==> src/rtl/fifo_pkg.sv <==
// Shared definitions for the FIFO write-side arbiter: FSM encoding and
// the width helpers used to size pointers and beat counters.
package fifo_pkg;

    typedef enum logic {
        IDLE = 1'b0,
        XFER = 1'b1
    } arb_state_t;

    localparam int NREQ_DEF     = 4;
    localparam int MAXBEATS_DEF = 16;
    localparam int PTR_W_DEF    = $clog2(NREQ_DEF);
    localparam int CNT_W_DEF    = $clog2(MAXBEATS_DEF + 1);

    // Round-robin pointer width; at least one bit even for tiny configs.
    function automatic int ptr_w(input int nreq);
        return (nreq > 1) ? $clog2(nreq) : 1;
    endfunction

    // Beat counter must be able to hold the value MAXBEATS itself.
    function automatic int cnt_w(input int maxbeats);
        return $clog2(maxbeats + 1);
    endfunction

endpackage

==> src/rtl/fifo_wr_arbiter_rr_pick.sv <==
// Combinational round-robin picker: first set request at or after ptr,
// wrapping NREQ-1 -> 0, returned one-hot (all zero when nothing requests).
module rr_pick #(
    parameter int NREQ  = 4,
    parameter int PTR_W = 2
) (
    input  logic [NREQ-1:0]  req,
    input  logic [PTR_W-1:0] ptr,
    output logic [NREQ-1:0]  win
);

    logic [PTR_W-1:0] idx;
    logic             found;

    always_comb begin
        win   = '0;
        found = 1'b0;
        idx   = '0;
        for (int k = 0; k < NREQ; k++) begin
            if (int'(ptr) + k >= NREQ) begin
                idx = PTR_W'(int'(ptr) + k - NREQ);
            end else begin
                idx = PTR_W'(int'(ptr) + k);
            end
            if (!found && req[idx]) begin
                win[idx] = 1'b1;
                found    = 1'b1;
            end
        end
    end

endmodule

==> src/rtl/fifo_wr_arbiter.sv <==
// Packet-level arbiter in front of an async FIFO write port: one requester
// owns the write port per packet, selected round-robin between packets.
//
// Handshake: a beat moves when the owner's req_valid and req_ready are both
// high on a wclk edge; req_ready = ~wfull for the owner and 0 otherwise, and
// winc pulses on exactly those edges with wdata = the owner's beat.
module fifo_wr_arbiter
    import fifo_pkg::*;
#(
    parameter int NREQ     = 4,
    parameter int DSIZE    = 8,
    parameter int MAXBEATS = 16
) (
    input  logic                  wclk,
    input  logic                  wrst_n,
    input  logic [NREQ-1:0]       req_valid,
    input  logic [NREQ-1:0]       req_last,
    input  logic [NREQ*DSIZE-1:0] req_data,
    output logic [NREQ-1:0]       req_ready,
    input  logic                  wfull,
    input  logic                  awfull,
    output logic                  winc,
    output logic [DSIZE-1:0]      wdata,
    output logic [NREQ-1:0]       grant,
    output logic [NREQ-1:0]       ovf_err,
    output arb_state_t            state_dbg
);

    localparam int PTR_W = ptr_w(NREQ);
    localparam int CNT_W = cnt_w(MAXBEATS);

    arb_state_t       state, state_n;
    logic [NREQ-1:0]  grant_n, ovf_n, pick;
    logic [PTR_W-1:0] rr_ptr, rr_ptr_n, owner_idx;
    logic [CNT_W-1:0] beat_cnt, beat_cnt_n;
    logic             xfer, owner_valid, owner_last, accept, at_max;

    rr_pick #(.NREQ(NREQ), .PTR_W(PTR_W)) u_rr_pick (
        .req (req_valid),
        .ptr (rr_ptr),
        .win (pick)
    );

    assign xfer        = (state == XFER);
    assign owner_valid = |(req_valid & grant);
    assign owner_last  = |(req_last & grant);
    assign accept      = xfer & owner_valid & ~wfull;
    assign at_max      = (beat_cnt == CNT_W'(MAXBEATS - 1));
    assign winc        = accept;
    assign req_ready   = xfer ? (grant & {NREQ{~wfull}}) : '0;
    assign state_dbg   = state;

    always_comb begin
        owner_idx = '0;
        wdata     = '0;
        for (int i = 0; i < NREQ; i++) begin
            if (grant[i]) begin
                owner_idx = PTR_W'(i);
                if (xfer) begin
                    wdata = req_data[i*DSIZE +: DSIZE];
                end
            end
        end
    end

    always_comb begin
        state_n    = state;
        grant_n    = grant;
        rr_ptr_n   = rr_ptr;
        beat_cnt_n = beat_cnt;
        ovf_n      = ovf_err;
        case (state)
            IDLE: begin
                // Never open a packet into an almost-full FIFO.
                if ((|req_valid) && !awfull) begin
                    state_n    = XFER;
                    grant_n    = pick;
                    beat_cnt_n = '0;
                end
            end
            XFER: begin
                if (accept) begin
                    beat_cnt_n = beat_cnt + 1'b1;
                    if (owner_last || at_max) begin
                        state_n  = IDLE;
                        grant_n  = '0;
                        rr_ptr_n = (owner_idx == PTR_W'(NREQ - 1)) ? '0 : owner_idx + 1'b1;
                        if (!owner_last) begin
                            ovf_n = ovf_err | grant;
                        end
                    end
                end
            end
            default: begin
                state_n = IDLE;
                grant_n = '0;
            end
        endcase
    end

    always_ff @(posedge wclk or negedge wrst_n) begin
        if (!wrst_n) begin
            state    <= IDLE;
            grant    <= '0;
            rr_ptr   <= '0;
            beat_cnt <= '0;
            ovf_err  <= '0;
        end else begin
            state    <= state_n;
            grant    <= grant_n;
            rr_ptr   <= rr_ptr_n;
            beat_cnt <= beat_cnt_n;
            ovf_err  <= ovf_n;
        end
    end

endmodule

==> config.mk <==
export PLATFORM = sky130hd
export DESIGN_NAME = fifo_wr_arbiter
export DESIGN_NICKNAME = d
export VERILOG_FILES = /design/src/rtl/fifo_pkg.sv /design/src/rtl/fifo_wr_arbiter_rr_pick.sv /design/src/rtl/fifo_wr_arbiter.sv
export SDC_FILE = /design/constraint.sdc
export NUM_CORES = 1
export LEC_CHECK = 0
export ABC_AREA = 1
export BUFFER_PORTS_ARGS = -buffer_cell sky130_fd_sc_hd__buf_2
export CAP_MARGIN = 0
export CORE_ASPECT_RATIO = 1.25
export CORE_MARGIN = 2
export CORE_UTILIZATION = 45
export CTS_BUF_LIST = sky130_fd_sc_hd__clkbuf_4
export DETAILED_ROUTE_END_ITERATION = 8
export GPL_ROUTABILITY_DRIVEN = 0
export PLACE_DENSITY = 0.79
export RECOVER_POWER = 50
export SLEW_MARGIN = 20
export SYNTH_ARGS = -nofsm -noshare
export SYNTH_HDL_FRONTEND = slang
export SYNTH_HIERARCHICAL = 1
export SYNTH_SLANG_ARGS = --single-unit
==> constraint.sdc <==
create_clock -name wclk -period 2 [get_ports wclk]
set_clock_uncertainty 0.2 [all_clocks]
set_input_delay 0.4 -clock wclk [delete_from_list [all_inputs] [get_ports wclk]]
set_output_delay 0.4 -clock wclk [all_outputs]
set_load 0.005 [all_outputs]
==> flow_metrics.env <==
export IMPL_status="finished, final reports clean"
export IMPL_relSlewSlack_pct=40.8
export IMPL_final_area_um2=2150
export IMPL_synthesis_area_um2=1590
export IMPL_grt_pass1_wl_um=7270
export IMPL_period_share_pct=99.7
export IMPL_antennaDiodeCount=0
export IMPL_ys_seq_area_share_pct=25.2
export IMPL_grt_busiest_layer="met2"
export IMPL_io_buffers=65
export IMPL_avgSynthCellArea_um2=6.26
export IMPL_die_height_um=70.4
export IMPL_grt_total_usage_pct=21.9
export IMPL_worstSetupEndpoint="wdata[0]"
export IMPL_rr_worst_depth=12
export IMPL_p_clk_share_pct=7.4
export IMPL_fmax_ghz=0.501
export IMPL_dp_cells=367
export IMPL_overflow=0
export IMPL_r2r_start="rr_ptr[0]$_DFFE_PN0P_"
export IMPL_finalSetupViolCount=0
export IMPL_cp_top_family="flip-flops"
export IMPL_grt_pass1_vias=1724
export IMPL_worstPathRequired_ns=1.40
export IMPL_syn2layout_area_growth_pct=35.0
export IMPL_p_comb_share_pct=72.4
export IMPL_r2r_setup_slack_ns=0.19
export IMPL_tightestPinTransition_ns=0.888
export IMPL_final_core_util_pct=62.7
export IMPL_clk_root_buffer_cell="clkbuf_4"
export IMPL_cp_startpoint="state_dbg$_DFF_PN0_"
export IMPL_finalHoldViolCount=0
export IMPL_final_max_slew_violation_count=0
export IMPL_syn_inst=254
export IMPL_cts_buffers=3
export IMPL_max_cap_violations=0
export IMPL_via_count=1844
export IMPL_fp_row_count=24
export IMPL_drt_pre_antenna_iters=4
export IMPL_leakagePower_nw=1.22
export IMPL_p_switching_mw=1.21
export IMPL_p_int_mw=1.19
export IMPL_drtIter0Drc=76
export IMPL_wire_per_inst_um=11.3
export IMPL_gr_usage_met3_pct=1.11
export IMPL_path_class="register to primary output"
export IMPL_fin_crit_ns=1.99
export IMPL_p_total_mw=2.40
export IMPL_synth_nets=306
export IMPL_clkTransAtPathRegs_ns=0.10
export IMPL_grt_antenna_before_repair=0
export IMPL_drive_gt1_share_pct=34.4
export IMPL_dp_hpwl_um=3320
export IMPL_path_buf_inv=3
export IMPL_clkLatencyLatePin_ns=0.29
export IMPL_drc=0
export IMPL_path_depth=6
export IMPL_seqPwrFrac_pct=20.1
export IMPL_wl_um=4250
export IMPL_vias_per_cell=4.90
export IMPL_cts_sinks=16
export IMPL_dieArea_um2=4030
export IMPL_start_util_pct=46.4
export IMPL_hold_class="register to register"
export IMPL_crit_chain="nand3_2 > inv_4 > buf_4 > a21oi_1 > o21ai_1 > buf_2"
export IMPL_ios=66
export IMPL_setup_worst_path_end_class="primary output"
export IMPL_cts_tree="yes"
export IMPL_grt_use_met1_pct=25.1
export IMPL_core_area_um2=3420
export IMPL_hold_ws_ns=0.272
export IMPL_met2_usage_pct=42.9
export IMPL_cp_slowest_cell="dfrtp_2"
export IMPL_yosysUniqueCellTypes=26
export IMPL_chipWidth_um=57.2
export IMPL_arrival_ns=1.39
export IMPL_swShare_pct=50.3
export IMPL_irDropWorstVdd_uv=905
export IMPL_grt_max_degree=17
export IMPL_antenna_left=0
export IMPL_power_density_nw_per_um2=1120
export IMPL_yosys_warnings=6
export IMPL_cp_max_fo=8
export IMPL_r2r_end="grant[1]$_DFFE_PN0P_"
export IMPL_ctsHtreeMaxLevel=1
export IMPL_synth_seq_cells=16
export IMPL_finalNonFillerCells=376
export IMPL_max_stage_delay_ns=0.48
export IMPL_clock_path_buffers=2
export IMPL_dpl_instance_area_um2=2030
export IMPL_start_kind="register"
export IMPL_rsz0062_at_grt="true"
export IMPL_nets=390
[power by group through the flow]
| stage | combinational [mW] | sequential, mW | clock (mW) |
|---|---|---|---|
| global route | 1.96 | 0.494 | 0.192 |
| finish | 1.74 | 0.483 | 0.178 |
| floorplan | 1.06 | 0.500 | 0 |
| CTS | 1.65 | 0.477 | 0.183 |
| global placement | 1.56 | 0.472 | 0 |
| detailed placement | 1.58 | 0.477 | 0 |
[state kept, by name, summed over array words and instances (netlist names)]
signal / flops
beat_cnt: 5
ovf_err: 4
grant: 4
state_dbg: 1
rr_ptr: 2
[metrics by stage]
step	worst slack (ns)	TNS, ns
2_1_floorplan	0.0219	0
3_3_place_gp	0.121	0
3_5_place_dp	0.123	0
4_1_cts	0.0175	0
5_1_grt	-0.107	-0.681
6_report	0.00522	0
[timing repair]
action,in CTS,in global routing
endpoints found under the hold margin,16,0
pin swaps,1,2
hold buffers,1,0
setup buffers,2,2
endpoints found under the setup margin,9,14
gates resized for setup,16,11
[worst min-delay path, cell delays in order (launching register included)]
cell,delay [ns]
dfrtp_1,0.35
inv_1,0.04
nand2_1,0.05
[final cells by class]
class                      instances  area, um^2
clock buffer                       3        22.5
clock inverter                     1        3.75
fill                             331        1280
inverter                          34         140
multi-input combinational        201        1070
sequential                        16         402
tap                               39        48.8
timing repair buffer              82         455
[layout by cell type, fill, tap and decap left out, types with 4 or more instances in the layout]
master	n
inv_1	25
inv_2	4
buf_2	62
nand2_2	10
o21ai_1	11
inv_4	5
nand4_1	4
buf_4	15
nand3_1	33
dfrtp_1	15
ha_1	7
nand2_1	86
nor2_1	21
o21ai_0	9
[cells by family after synthesis]
group,after synthesis,synth area share (%)
and+or+nand+nor,167,50.0
buffers and inverters,37,9.84
AOI/OAI and AO/OA,25,8.11
DFF,16,25.2
adders and majority gates,8,6.30
xor gates and xnor gates,1,0.551
[cells in the mapped netlist, drive strengths merged]
cell type  number  area share [%]
nand2         100              27
nand4           4             1.6
nor3b           1            0.47
a21oi           4             1.3
clkinv          1            0.24
dfrtp          16              25
buf             3             1.5
nand3          36              12
ha              8             6.3
inv            33             8.1
o21ai          21             6.9
nor2           26             9.3
xor2            1            0.55
[worst min-delay path by stage]
stage                           startpoint                      end  slack, ns  cells after the start
finish              ovf_err[2]$_DFFE_PN0P_   ovf_err[2]$_DFFE_PN0P_       0.27                      2
floorplan                           wrst_n  beat_cnt[0]$_DFFE_PN0P_       -0.1                      0
global route        ovf_err[3]$_DFFE_PN0P_   ovf_err[3]$_DFFE_PN0P_       0.29                      2
detailed placement                  wrst_n   ovf_err[1]$_DFFE_PN0P_       0.13                      1
global placement                    wrst_n   ovf_err[1]$_DFFE_PN0P_       0.13                      1
CTS                 ovf_err[2]$_DFFE_PN0P_   ovf_err[2]$_DFFE_PN0P_       0.27                      2
[layer usage]
| metal | wire length [um] | part of all wire (%) | vias to the layer above |
|---|---|---|---|
| met5 | 0 | 0 | - |
| met4 | 37 | 0.87 | 0 |
| met3 | 158 | 3.7 | 4 |
| met2 | 2380 | 56 | 51 |
| met1 | 1670 | 39 | 823 |
| li1 | - | - | 966 |
(Power assumes the default switching activity.)
